`src/rtl/sid_pkg.sv`:
```
// Shared widths and types for the SID audio back end (decimator + I2S transmitter).
package sid_pkg;
   localparam int SAMPLE_W       = 16;
   localparam int I2S_WORD_W     = 16;
   localparam int I2S_FRAME_BITS = 32;
   localparam int BIT_CNT_W      = $clog2(I2S_FRAME_BITS);

   typedef logic signed [SAMPLE_W-1:0] sample_t;

   // Word select for a given frame bit: high from one bit before the right MSB to the
   // second-to-last bit, so LRCK leads each word's MSB by one BCLK.
   function automatic logic lrck_for_bit(input logic [BIT_CNT_W-1:0] cnt);
      return (cnt >= BIT_CNT_W'(I2S_WORD_W - 1)) && (cnt != BIT_CNT_W'(I2S_FRAME_BITS - 1));
   endfunction
endpackage

```
`src/rtl/sid_decim.sv`:
```
// Box-car decimator: sums 2^AVG_SHIFT enabled samples, holds the floored mean and
// flags each update with a one-cycle strobe.
module sid_decim
   import sid_pkg::*;
#(
   parameter int AVG_SHIFT = 4
) (
   input  logic                i_clk,
   input  logic                i_rst_n,
   input  logic                i_clken,
   input  logic [SAMPLE_W-1:0] i_sample,
   output logic [SAMPLE_W-1:0] o_hold,
   output logic                o_hold_stb
);

   logic [SAMPLE_W-1:0] r_hold;
   logic                r_stb;

   generate
      if (AVG_SHIFT == 0) begin : g_pass
         always_ff @(posedge i_clk or negedge i_rst_n) begin
            if (!i_rst_n) begin
               r_hold <= '0;
               r_stb  <= 1'b0;
            end else begin
               r_stb <= i_clken;
               if (i_clken) r_hold <= i_sample;
            end
         end
      end else begin : g_avg
         localparam int ACC_W = SAMPLE_W + AVG_SHIFT;

         logic [ACC_W-1:0]     r_acc;
         logic [AVG_SHIFT-1:0] r_tick;
         logic [ACC_W-1:0]     w_ext;
         logic [ACC_W-1:0]     w_sum;

         // The accumulator is wide enough for 2^AVG_SHIFT full-scale samples, so
         // two's-complement addition on sign-extended values cannot wrap.
         assign w_ext = {{AVG_SHIFT{i_sample[SAMPLE_W-1]}}, i_sample};
         assign w_sum = r_acc + w_ext;

         always_ff @(posedge i_clk or negedge i_rst_n) begin
            if (!i_rst_n) begin
               r_acc  <= '0;
               r_tick <= '0;
               r_hold <= '0;
               r_stb  <= 1'b0;
            end else begin
               r_stb <= 1'b0;
               if (i_clken) begin
                  if (r_tick == '1) begin
                     // Taking the top bits is an arithmetic shift that floors toward -inf.
                     r_hold <= w_sum[ACC_W-1:AVG_SHIFT];
                     r_acc  <= '0;
                     r_tick <= '0;
                     r_stb  <= 1'b1;
                  end else begin
                     r_acc  <= w_sum;
                     r_tick <= r_tick + 1'b1;
                  end
               end
            end
         end
      end
   endgenerate

   assign o_hold     = r_hold;
   assign o_hold_stb = r_stb;

endmodule

```
`src/rtl/sid_i2s_tx.sv`:
```
// SID output stage: decimates the mixer stream and transmits the held sample as
// 16-bit mono-duplicated I2S with locally generated BCLK/LRCK.
module sid_i2s_tx
   import sid_pkg::*;
#(
   parameter int BCLK_DIV  = 8,
   parameter int AVG_SHIFT = 4
) (
   input  logic                i_clk,
   input  logic                i_rst_n,
   input  logic                i_clken,
   input  logic [SAMPLE_W-1:0] i_sample,
   output logic [SAMPLE_W-1:0] o_hold,
   output logic                o_hold_stb,
   output logic                o_i2s_bclk,
   output logic                o_i2s_lrck,
   output logic                o_i2s_sdata
);

   localparam int DIV_W = (BCLK_DIV > 1) ? $clog2(BCLK_DIV) : 1;

   logic [SAMPLE_W-1:0]       w_hold;
   logic                      w_div_wrap;
   logic                      w_fall;
   logic [BIT_CNT_W-1:0]      w_cnt_next;
   logic [I2S_FRAME_BITS-1:0] w_shreg_next;

   logic [DIV_W-1:0]          r_div;
   logic                      r_bclk;
   logic                      r_lrck;
   logic                      r_sdata;
   logic [BIT_CNT_W-1:0]      r_bit_cnt;
   logic [I2S_FRAME_BITS-1:0] r_shreg;

   sid_decim #(
      .AVG_SHIFT (AVG_SHIFT)
   ) u_decim (
      .i_clk      (i_clk),
      .i_rst_n    (i_rst_n),
      .i_clken    (i_clken),
      .i_sample   (i_sample),
      .o_hold     (w_hold),
      .o_hold_stb (o_hold_stb)
   );

   assign w_div_wrap = (r_div == DIV_W'(BCLK_DIV - 1));
   assign w_fall     = w_div_wrap & r_bclk;

   // Frame load samples the HOLD register as it stands before this edge, so a
   // coincident decimator update is carried by the following frame.
   always_comb begin
      w_cnt_next = r_bit_cnt + 1'b1;
      if (w_cnt_next == '0) w_shreg_next = {w_hold, w_hold};
      else                  w_shreg_next = {r_shreg[I2S_FRAME_BITS-2:0], 1'b0};
   end

   always_ff @(posedge i_clk or negedge i_rst_n) begin
      if (!i_rst_n) begin
         r_div     <= '0;
         r_bclk    <= 1'b0;
         r_lrck    <= 1'b0;
         r_sdata   <= 1'b0;
         r_bit_cnt <= '1;
         r_shreg   <= '0;
      end else begin
         if (w_div_wrap) begin
            r_div  <= '0;
            r_bclk <= ~r_bclk;
         end else begin
            r_div  <= r_div + 1'b1;
         end
         if (w_fall) begin
            r_bit_cnt <= w_cnt_next;
            r_shreg   <= w_shreg_next;
            r_sdata   <= w_shreg_next[I2S_FRAME_BITS-1];
            r_lrck    <= lrck_for_bit(w_cnt_next);
         end
      end
   end

   assign o_hold      = w_hold;
   assign o_i2s_bclk  = r_bclk;
   assign o_i2s_lrck  = r_lrck;
   assign o_i2s_sdata = r_sdata;

endmodule

```
`config.mk`:
```
export PLATFORM = sky130hd
export DESIGN_NAME = sid_i2s_tx
export DESIGN_NICKNAME = d
export VERILOG_FILES = /design/src/rtl/sid_pkg.sv /design/src/rtl/sid_decim.sv /design/src/rtl/sid_i2s_tx.sv
export SDC_FILE = /design/constraint.sdc
export NUM_CORES = 1
export LEC_CHECK = 0
export CAP_MARGIN = 20
export CORE_ASPECT_RATIO = 0.7
export CORE_MARGIN = 5
export CORE_UTILIZATION = 55
export DETAILED_ROUTE_END_ITERATION = 10
export GPL_ROUTABILITY_DRIVEN = 0
export GPL_TIMING_DRIVEN = 0
export PLACE_DENSITY = 0.8
export SYNTH_ARGS = -nofsm -noshare
export SYNTH_HDL_FRONTEND = slang
export SYNTH_SLANG_ARGS = --single-unit
```
`constraint.sdc`:
```
create_clock -name i_clk -period 3.3 [get_ports i_clk]
set_input_delay 0.495 -clock i_clk [delete_from_list [all_inputs] [get_ports i_clk]]
set_output_delay 0.495 -clock i_clk [all_outputs]
set_load 0.02 [all_outputs]
```
### Word level (Yosys, flattened, before mapping)

Index checks and enable logic that the tools add are counted.

| word-level totals | value |
|---|---|
| bits in registers | 83 |
| input port bits | 19 |
| output and inout port bits | 20 |

| operators by class | value |
|---|---|
| add/subtract/negate cells | 4 |
| $lt $le $gt $ge | 1 |
| equality and inequality tests | 3 |
| multiplexer cells | 6 |
| bitwise logic cells | 2 |
| reduce and logical (&&, ||, !) cells | 3 |

Operators by type and width:

| cell | number |
|---|---|
| 32-bit 2-to-1 mux | 1 |
| 20-bit adder | 1 |
| 20-bit 2-to-1 mux | 1 |
| 5-bit by 1-bit adder with 5-bit output, second input constant | 1 |
| 5-bit by 4-bit >= comparator with 1-bit output, second input constant | 1 |
| 5-bit zero test | 1 |
| 5-bit inequality test, second input constant | 1 |
| 4-bit by 1-bit adder with 4-bit output, second input constant | 1 |
| 4-bit equality test, second input constant | 1 |
| 4-bit 2-to-1 mux | 1 |
| 3-bit by 1-bit adder with 3-bit output, second input constant | 1 |
| 3-bit equality test, second input constant | 1 |
| 3-bit 2-to-1 mux | 1 |
| 1-bit 2-to-1 mux | 2 |
| 2-bit AND reduction | 1 |
| 1-bit AND | 1 |
| 1-bit logical AND | 1 |
| 1-bit NOT | 1 |

### Depth between registers and ports, before layout

Gate-level depths: netlist of run 1.

| logic depth | value |
|---|---|
| depth in word-level cells | 3 |
| mapped depth | 9 |
| mapped depth without buffers | 9 |

### Modules after synthesis

From an unflattened synthesis of run 1, not the netlist that was laid out.

| second synthesis, totals | value |
|---|---|
| cells, all modules | 459 |
| area total of the unflattened synthesis | 4389.2 um^2 |

By module, submodules not included:

| module | instances | cells an instance | area each (um^2) | seq. area each (um^2) |
|---|---|---|---|---|
| sid_decim | 1 | 255 | 2451.1 | 1026.0 |
| sid_i2s_tx | 1 | 204 | 1938.1 | 1057.3 |

### Worst setup path after synthesis of run 1

Ideal clock, no wire load.

| path | value |
|---|---|
| path kind | input to register |
| start | input port i_sample[0] |
| end | register u_decim.g_avg.r_acc[18] |
| library setup time | 141 ps |
| arrival time | 2020 ps |
| required time | 3159 ps |
| path slack | 1139 ps |
| stages on the path | 9 |
| buffers on the path | 0 |
| path through | ha_1 inv_1 fa_1 o21ai_1 a211oi_4 a211oi_2 o31ai_2 xor2_1 o22ai_1 |

| on the way | value |
|---|---|
| longest elaborated chain between the ends | 2 |

RTL lines:

| what | line | text |
|---|---|---|
| start, declared | sid_i2s_tx.sv:12 | `input logic [SAMPLE_W-1:0] i_sample,` |
| 20-bit adder | sid_decim.sv:41 | `assign w_sum = r_acc + w_ext;` |
| 20-bit 2-to-1 mux | sid_decim.sv:52 | `if (r_tick == '1) begin` |
| end signal, assigned | sid_decim.sv:59 | `r_acc <= w_sum;` |
| end, declared | sid_decim.sv:33 | `logic [ACC_W-1:0] r_acc;` |

Every way passes these cells.
A chain may end at the register's enable or synchronous reset.

### Final worst setup path of run 1

| path | value |
|---|---|
| start | input port i_sample[0] |
| end | register u_decim.g_avg.r_acc[14] |

Same word-level chain as after synthesis.

==> results.py, run 1 <==
metrics = {
    "place": {
        "place_hpwl_microns": 7250,
        "io_buffers": 38,
    },
    "clock_tree": {
        "numCtsBuffers": 9,
        "cts_buffer_depth": 2,
        "cts_tree": "built",
        "cts_sinks": 83,
        "cts.hold.buffers_added": 0,
        "clock-root-buffer": "clkbuf_16",
        "htree_levels": 3,
        "cts.reportedPaths.clkPinSlew_ps": 60,
        "insertion_delay_ps": 340,
        "post_cts_buffers": 0,
        "post_cts_resize_count": 0,
    },
    "sta": {
        "setup_viol": 0,
        "final_hold_viol_count": 0,
        "fmax_ghz": 0.388,
        "tightest_slew_ps": 561,
        "slew_headroom_pct": 62.6,
        "rsz0062_at_grt": "false",
        "slew_viol_final": 0,
        "clock-skew-final_ps": 9.47,
        "min_period_ps": 2580,
        "tns_ps": 0,
        "min_period_over_period_pct": 78.2,
    },
    "floorplan": {
        "start_util_pct": 56.1,
        "die_w_microns": 117,
        "die_h_microns": 84.8,
        "core_sq_um": 7840,
        "pin_count": 39,
        "rows": 27,
        "die_area_sq_um": 9910,
    },
    "hold_path": {
        "hold_class": "in -> async",
    },
    "pwr": {
        "p_int_uw": 2530,
        "finalPower_uw": 4130,
        "seq_power_share_pct": 35.3,
        "combinationalPowerShare_pct": 42.4,
        "powerDensity_nw_per_um2": 796,
        "swShare_pct": 38.7,
        "p_leak_uw": 0.00225,
        "p_sw_uw": 1600,
        "p_clk_share_pct": 22.3,
        "ir_worst_vdd_mv": 0.572,
    },
    "global_route": {
        "grt_usage_pct": 21.8,
        "grt_pass1_vias": 3495,
        "gr-total-overflow": 0,
        "grt_antenna_before_repair": 0,
        "grt_pass1_wl_microns": 16900,
        "grt_max_degree": 49,
    },
    "detailed_routing": {
        "wl_per_cell_microns": 16.7,
        "vias_per_cell": 5.78,
        "postRouteAntennaNets": 0,
        "drcViolationCount": 0,
        "drt_wl_total_microns": 10000,
        "vias": 3476,
        "drt_iter0_drc": 279,
        "drt-pass1-iter-count": 5,
    },
    "synth": {
        "synth.distinct_cells": 45,
        "ys.flop_type": "dfrtp_1",
        "yosysTopAreaCell": "dfrtp_1",
        "ys_seq_area_share_pct": 47.4,
        "synthesis.nets": 489,
        "synth_edf_count": 0,
        "yosys-top-cells-area": "dfrtp_1 44%, mux2i_1 7.5%, ha_1 6.8%",
        "synth_top_area_share_pct": 44.4,
        "synth_cells": 445,
        "syn_avg_cell_area_sq_um": 9.87,
        "synth-async-reset-ratio_pct": 100,
        "synth_seq_cells": 83,
        "syn_area_sq_um": 4390,
        "yosys_warnings": 0,
    },
    "critical_path": {
        "worstSetupStartpointType": "input port",
        "reg2reg_slack_ps": 930,
        "setup.worst_path.end_class": "flop",
        "critPathMaxStageDelay_ps": 460,
        "cpMostUsedCell": "o21ai_1",
        "path_cells": "clkdlybuf4s50_1 > ha_1 > inv_1 > fa_1 > o21ai_1 > a211oi_4 > o21ai_1 > a31oi_1 > xor2_1 > o22ai_1",
        "r2r-end": "u_decim.g_avg.r_acc[13]",
        "arrival_ps": 2770,
        "timing.rr.start": "u_decim.g_avg.r_acc[4]",
        "worstSetupPathType": "in -> reg",
        "critPathSlowestCell": "clkdlybuf4s50_1",
        "crit_fanout": 5,
        "crit_required_ps": 3490,
        "r2r_cells": 8,
    },
    "final_layout": {
        "drive_above_1_share_pct": 6.80,
        "diodes": 0,
        "fin_util_pct": 66.2,
        "area_growth_pct": 18.1,
        "layout.nets": 539,
    },
    "run": {
        "drv_cap": 0,
    },
    "run_status": {
        "run_status": "finished, final reports clean",
    },
}
power by group through the flow:
stage	sequential [uW]	combinational (uW)	clock, uW
after floorplan	1510	1130	0
after global placement	1460	1660	0
after detailed placement	1470	1720	0
after CTS	1460	1750	934
after global routing	1490	1940	983
final	1460	1750	920
area by class of cell:
type | count | area [sq um]
multi-input cells | 315 | 2120
repair buffers | 39 | 405
clock inverters | 1 | 5.00
well taps | 101 | 126
flip-flops and latches | 83 | 2080
fillers | 637 | 2650
inverters | 28 | 105
plain buffers | 19 | 82.6
clock buffers | 15 | 258
how the worst max path moves through the flow:
| stage | start | end | slack [ps] | cells after the start |
|---|---|---|---|---|
| after floorplan | i_sample[0] | u_decim.g_avg.r_acc[18] | 1140 | 9 |
| after global placement | i_rst_n | u_decim.g_avg.r_acc[13] | -1200 | 1 |
| after detailed placement | i_sample[0] | u_decim.g_avg.r_acc[14] | 390 | 10 |
| after CTS | i_sample[0] | u_decim.g_avg.r_acc[14] | 730 | 10 |
| after global routing | i_sample[0] | u_decim.g_avg.r_acc[14] | 560 | 10 |
| final | i_sample[0] | u_decim.g_avg.r_acc[14] | 720 | 10 |
per-stage QoR:
| stage | cell area, sq um | instances | worst slack (ps) | hold slack, ps |
|---|---|---|---|---|
| after detailed placement | 4930 | 585 | 389 | 426 |
| after global placement | 4900 | 584 | -1200 | 414 |
| after floorplan | 4390 | 445 | 1140 | 199 |
| after global routing | 5190 | 601 | 556 | 160 |
| final | 5190 | 601 | 719 | 122 |
| after CTS | 5190 | 601 | 733 | 134 |
metal layers:
metal	GRT usage [%]	up-vias	share of wire, %
met1	31.7	1704	48
met5	0	-	0
met2	30.9	93	44
met4	6.88	0	1.5
met3	6.99	17	6.1
li1	-	1662	-
layout by cell type (no fill, tap or decap), drive strengths merged, types with 4 or more instances in the layout:
master and instances:
nand2 70, nand4 5, mux2i 33, a211oi 5, nand3 8, inv 28, o21ai 66, xnor2 10
ha 24, clkbuf 30, buf 6, dfrtp 78, and3 4, nor2 10, dfstp 5, xor2 15
a21oi 17, clkdlybuf4s50 37, o22ai 19
sequential cells by signal, summed over array words and instances (netlist names):
register / cells
r_shreg: 31
u_decim.o_hold_stb: 1
u_decim.g_avg.r_acc: 20
u_decim.g_avg.r_tick: 4
o_i2s_sdata: 1
r_div: 3
o_i2s_bclk: 1
u_decim.o_hold: 16
o_i2s_lrck: 1
r_bit_cnt: 5
critical path: cells and delay by family:
kind	cells	cell delay, ps
buffers and inverters	2	520
xor gates and xnor gates	1	220
adders and majority gates	2	580
AOI/OAI and AO/OA	5	950
synth_stat cells, types with 8 or more instances:
cell type  instances
a21oi_1           15
o21ai_0           55
o22ai_1           19
mux2i_1           33
dfrtp_1           78
ha_1              24
nor2_1            10
nand3_1            8
inv_1             28
nand2_1           70
xnor2_1           10
xor2_1            15
clkbuf_1          15
o21ai_1            9
kinds of logic after synthesis:
family | synth area share [%]
AOI/OAI and AO/OA | 17.3
xor gates and xnor gates | 5.50
adders and majority gates | 7.29
buffers and inverters | 4.27
DFF | 47.4
muxes | 7.77
and+or+nand+nor | 10.5
(Power assumes the default switching activity.)
==> run 2: changes to the inputs <==
==> constraint.sdc (replaced) <==
create_clock -name i_clk -period 2.5 [get_ports i_clk]
set_input_delay 0.375 -clock i_clk [delete_from_list [all_inputs] [get_ports i_clk]]
set_output_delay 0.375 -clock i_clk [all_outputs]
set_load 0.02 [all_outputs]
==> results.py, run 2 (same netlist as run 1, synthesis figures left out) <==
metrics = {
    "sta": {
        "slew_viol_final": 0,
        "hold-worst-slack_ps": -0.229,
        "min_period_over_period_pct": 95.8,
        "min_period_ps": 2400,
        "rsz0062_at_grt": "true",
        "clock-skew-final_ps": 9.15,
        "slew_headroom_pct": 62.6,
        "setup_viol": 0,
        "fmax_ghz": 0.417,
        "final_hold_viol_count": 1,
        "tightest_slew_ps": 561,
    },
    "run": {
        "drv_cap": 0,
    },
    "critical_path": {
        "setup.worst_path.end_class": "flop",
        "worstSetupStartpointType": "input port",
        "crit_fanout": 5,
        "path_cells": "clkdlybuf4s50_1 > ha_1 > inv_1 > fa_1 > o21ai_2 > a211oi_4 > o21ai_1 > a31oi_1 > xor2_1 > o22ai_1",
        "critPathMaxStageDelay_ps": 460,
        "crit_required_ps": 2690,
        "critPathSlowestCell": "clkdlybuf4s50_1",
        "arrival_ps": 2590,
        "worstSetupPathType": "in -> reg",
    },
    "floorplan": {
        "die_area_sq_um": 9910,
        "start_util_pct": 56.1,
        "pin_count": 39,
        "die_h_microns": 84.8,
        "die_w_microns": 117,
        "rows": 27,
        "core_sq_um": 7840,
    },
    "detailed_routing": {
        "drt_iter0_drc": 272,
        "wl_met1_microns": 4840,
        "wl_met3_microns": 575,
        "drcViolationCount": 0,
        "vias": 3483,
        "wl_per_cell_microns": 16.7,
        "drt-pass1-iter-count": 6,
        "drt_wl_total_microns": 10100,
        "vias_per_cell": 5.80,
        "postRouteAntennaNets": 0,
        "met2WireLength_microns": 4520,
        "top_layer_used": "met4",
    },
    "final_layout": {
        "largest_register_ffs": 31,
        "regMostFlops": "r_shreg",
        "layout.nets": 539,
        "final_common_cell": "dfrtp_1",
        "instances_no_fill": 601,
        "n_fill_cell": 636,
        "final_area_sq_um": 5200,
        "area_growth_pct": 18.5,
        "final_cell_mix": "78 x dfrtp_1, 70 x nand2_1, 54 x o21ai_0",
        "diodes": 0,
        "drive_above_1_share_pct": 7.40,
    },
    "global_route": {
        "grt_antenna_before_repair": 0,
        "gr-total-overflow": 0,
        "grt_pass1_wl_microns": 16900,
        "grt_max_degree": 49,
        "grt_pass1_vias": 3495,
        "grt_usage_pct": 21.8,
    },
    "place": {
        "placed_area_sq_um": 4930,
        "place_hpwl_microns": 7250,
        "dp.cells": 585,
        "io_buffers": 38,
    },
    "pwr": {
        "p_leak_uw": 0.00226,
        "seq_power_share_pct": 35.1,
        "p_int_uw": 3350,
        "powerDensity_nw_per_um2": 1050,
        "swShare_pct": 38.9,
        "combinationalPowerShare_pct": 42.7,
        "finalPower_uw": 5490,
        "ir_worst_vdd_mv": 0.754,
        "p_sw_uw": 2130,
        "p_clk_share_pct": 22.2,
    },
    "clock_tree": {
        "cts_tree": "built",
        "cts_buffer_depth": 2,
        "cts.reportedPaths.clkPinSlew_ps": 60,
        "cts_sinks": 83,
        "post_cts_buffers": 0,
        "post_cts_resize_count": 0,
        "numCtsBuffers": 9,
        "htree_levels": 3,
        "insertion_delay_ps": 350,
        "cts.hold.buffers_added": 0,
        "clock-root-buffer": "clkbuf_16",
    },
    "run_status": {
        "run_status": "complete, but fails checks",
        "violations": "hold timing",
    },
    "hold_path": {
        "hold_class": "in -> async",
    },
}
run 2: cell types whose count changed in the layout (fill, tap and decap cells not counted):
| cell | before | now |
|---|---|---|
| a41oi_1 | 1 | 0 |
| a41oi_2 | 0 | 1 |
| clkdlybuf4s50_1 | 37 | 36 |
| dlymetal6s2s_1 | 0 | 1 |
| ha_1 | 24 | 23 |
| ha_2 | 0 | 1 |
| o21ai_0 | 55 | 54 |
| o21ai_2 | 2 | 3 |
run 2: per-stage QoR:
stage | TNS (ps) | utilization (%) | worst slack, ps
2_1_floorplan | 0 | - | 459
5_1_grt | -44.0 | 66.4 | -40.7
6_report | 0 | 66.4 | 104
4_1_cts | 0 | 66.2 | 53.3
3_5_place_dp | -3960 | 62.9 | -291
3_3_place_gp | -153810 | 62.5 | -1880
run 2: worst max-delay path, delay by kind of cell:
kind	cells	cell delay [ps]
AOI/OAI and AO/OA	5	870
adders and majority gates	2	600
buffers and inverters	2	520
xor gates and xnor gates	1	220
run 2: final timing paths:
path,slack [ps],depth (start not counted),startpoint,to
worst max-delay path,100,10,i_sample[0],u_decim.g_avg.r_acc[14]
worst min-delay path,-0.2,1,i_rst_n,r_div[2]
min in group i_clk,430,1,r_div[0],r_div[0]
worst max register to register,190,8,u_decim.g_avg.r_acc[7],u_decim.g_avg.r_acc[18]
worst min register to register,430,1,r_div[0],r_div[0]
max in group asynchronous,1870,2,i_rst_n,r_bit_cnt[4]
run 2: cell type report:
type | instances | area (sq um) | share of cell area, %
clock buffer | 15 | 258 | 4.95
sequential | 83 | 2080 | 40.0
multi-input combinational | 315 | 2140 | 41.1
tap | 101 | 126 | 2.43
inverter | 28 | 105 | 2.02
buffer | 19 | 82.6 | 1.59
timing repair buffer | 39 | 408 | 7.84
clock inverter | 1 | 5.00 | 0.0962
run 2: layer usage:
| layer | track usage, % | vias up |
|---|---|---|
| met5 | 0 | - |
| met1 | 31.7 | 1707 |
| met2 | 30.9 | 93 |
| met3 | 6.99 | 14 |
| met4 | 6.88 | 0 |
| li1 | - | 1669 |
run 2: power groups by stage:
stage               Combinational [uW]  Clock [uW]  Sequential, uW
floorplan                         1490           0            2000
global placement                  2190           0            1930
detailed placement                2270           0            1940
CTS                               2310        1230            1920
global route                      2580        1300            1960
finish                            2340        1220            1930
==> run 3: changes to the inputs <==
--- a/config.mk
+++ b/config.mk
@@ -13,6 +13,8 @@
 export GPL_ROUTABILITY_DRIVEN = 0
 export GPL_TIMING_DRIVEN = 0
 export PLACE_DENSITY = 0.8
+export SKIP_CTS_REPAIR_TIMING = 1
+export SLEW_MARGIN = 30
 export SYNTH_ARGS = -nofsm -noshare
 export SYNTH_HDL_FRONTEND = slang
 export SYNTH_SLANG_ARGS = --single-unit
==> constraint.sdc (replaced) <==
create_clock -name i_clk -period 2.6 [get_ports i_clk]
set_input_delay 0.39 -clock i_clk [delete_from_list [all_inputs] [get_ports i_clk]]
set_output_delay 0.39 -clock i_clk [all_outputs]
set_load 0.02 [all_outputs]
==> results.py, run 3 (same netlist as run 1, synthesis figures left out) <==
metrics = {
    "sta": {
        "clock-skew-final_ps": 9.25,
        "slew_viol_final": 0,
        "setup_viol": 0,
        "rsz0062_at_grt": "false",
        "min_period_ps": 2460,
        "fmax_ghz": 0.406,
        "slew_headroom_pct": 61.2,
        "tns_ps": 0,
        "min_period_over_period_pct": 94.8,
        "final_hold_viol_count": 0,
        "tightest_slew_ps": 576,
    },
    "final_layout": {
        "diodes": 0,
        "drive_above_1_share_pct": 7.19,
        "final_cell_mix": "78 x dfrtp_1, 70 x nand2_1, 55 x o21ai_0",
        "instances_no_fill": 602,
        "area_growth_pct": 18.7,
        "largest_register_ffs": 31,
        "n_fill_cell": 621,
        "regMostFlops": "r_shreg",
        "layout.nets": 540,
        "final_common_cell": "dfrtp_1",
    },
    "floorplan": {
        "die_w_microns": 117,
        "core_sq_um": 7840,
        "rows": 27,
        "pin_count": 39,
        "die_h_microns": 84.8,
        "start_util_pct": 56.1,
        "die_area_sq_um": 9910,
    },
    "clock_tree": {
        "numCtsBuffers": 9,
        "cts_sinks": 83,
        "cts.reportedPaths.clkPinSlew_ps": 60,
        "cts_tree": "built",
        "insertion_delay_ps": 340,
        "clock-root-buffer": "clkbuf_16",
        "cts_buffer_depth": 2,
        "htree_levels": 3,
    },
    "detailed_routing": {
        "drt_wl_total_microns": 9860,
        "drt-pass1-iter-count": 4,
        "wl_per_cell_microns": 16.4,
        "drcViolationCount": 0,
        "drt_iter0_drc": 304,
        "vias_per_cell": 5.76,
        "postRouteAntennaNets": 0,
        "vias": 3466,
    },
    "global_route": {
        "grt_antenna_before_repair": 0,
        "grt_usage_pct": 21.2,
        "grt_pass1_wl_microns": 16600,
        "grt_pass1_vias": 3383,
        "grt_max_degree": 49,
        "gr-total-overflow": 0,
    },
    "pwr": {
        "swShare_pct": 38.7,
        "seq_power_share_pct": 35.2,
        "p_leak_uw": 0.00226,
        "finalPower_uw": 5260,
        "p_int_uw": 3220,
        "combinationalPowerShare_pct": 42.6,
        "powerDensity_nw_per_um2": 1010,
        "p_clk_share_pct": 22.2,
        "ir_worst_vdd_mv": 0.725,
        "p_sw_uw": 2030,
    },
    "run_status": {
        "run_status": "finished, final reports clean",
    },
    "place": {
        "io_buffers": 38,
        "dp.cells": 585,
        "place_hpwl_microns": 7250,
    },
    "critical_path": {
        "worstSetupStartpointType": "input port",
        "crit_start": "i_sample[15]",
        "critPathSlowestCell": "clkdlybuf4s50_1",
        "crit_fanout": 6,
        "path_cells": "clkdlybuf4s50_1 > ha_1 > a21o_1 > a21o_1 > a221o_1 > a31oi_4 > mux2i_1 > o21ai_0",
        "arrival_ps": 2660,
        "cpMostUsedCell": "a21o_1",
        "crit_required_ps": 2800,
        "timing.rr.start": "u_decim.g_avg.r_acc[4]",
        "worstSetupPathType": "in -> reg",
        "critPathMaxStageDelay_ps": 590,
        "setup.worst_path.end_class": "flop",
    },
    "hold_path": {
        "hold_class": "reg -> reg",
        "min-delay-start": "r_div[0]",
    },
    "run": {
        "drv_cap": 0,
    },
}
## run 3: cell count changes in the layout (fill, tap and decap cells not counted)
| cell | change |
|---|---|
| dlygate4sd3_1 | +1 |
| ha_1 | +1 |
| dlymetal6s2s_1 | -1 |
| clkdlybuf4s50_1 | +1 |
| buf_6 | +1 |
| buf_4 | -1 |
| o21ai_1 | -1 |
| ha_2 | -1 |
| o21ai_0 | +1 |
## run 3: final timing paths
kind / depth (start not counted) / endpoint / slack (ps)
setup / recovery: 8 / u_decim.g_avg.r_acc[19] / 140
hold / removal: 1 / r_div[0] / 440
setup reg to reg: 8 / u_decim.o_hold[9] / 280
hold reg to reg: 1 / r_div[0] / 440
max in group asynchronous: 3 / r_bit_cnt[4] / 1480
min in group asynchronous: 2 / u_decim.o_hold[2] / 520
## run 3: power by group through the flow
stage	combinational (uW)	sequential, uW	clock (uW)
floorplan	1440	1920	0
global placement	2110	1850	0
detailed placement	2190	1870	0
CTS	2210	1850	1180
global route	2460	1880	1250
finish	2240	1850	1160
## run 3: per-stage QoR
stage                     util [%]  hold WS (ps)  instance area (sq um)  worst slack, ps
final                         66.5           436                   5210              135
after global routing          66.5           485                   5210             40.7
after CTS                     66.3         -42.9                   5190              154
after detailed placement      62.9           315                   4930             -190
after global placement        62.5           414                   4900            -1790
after floorplan                  -          94.4                   4390              544
## run 3: worst max-delay path, delay by kind of cell
kind                     cells  cell delay, ps
buffers and inverters        1             590
multiplexers                 1             180
AO/OA/AOI/OAI                5            1030
adder cells (fa/ha/maj)      1             460
## run 3: metal layers
| layer | GRT usage, % | vias up | share of wire (%) |
|---|---|---|---|
| met5 | 0 | - | 0 |
| met4 | 6.67 | 0 | 1.3 |
| met3 | 5.33 | 15 | 5.5 |
| met2 | 30.5 | 102 | 45 |
| met1 | 31.4 | 1687 | 48 |
| li1 | - | 1662 | - |
## run 3: area by class of cell
| class | count | area, sq um | area share [%] |
|---|---|---|---|
| Multi-Input combinational cell | 315 | 2130 | 40.9 |
| Clock inverter | 1 | 5.00 | 0.0960 |
| Buffer | 19 | 82.6 | 1.58 |
| Sequential cell | 83 | 2080 | 40.0 |
| Timing Repair Buffer | 40 | 419 | 8.04 |
| Tap cell | 101 | 126 | 2.42 |
| Inverter | 28 | 105 | 2.02 |
| Clock buffer | 15 | 258 | 4.94 |
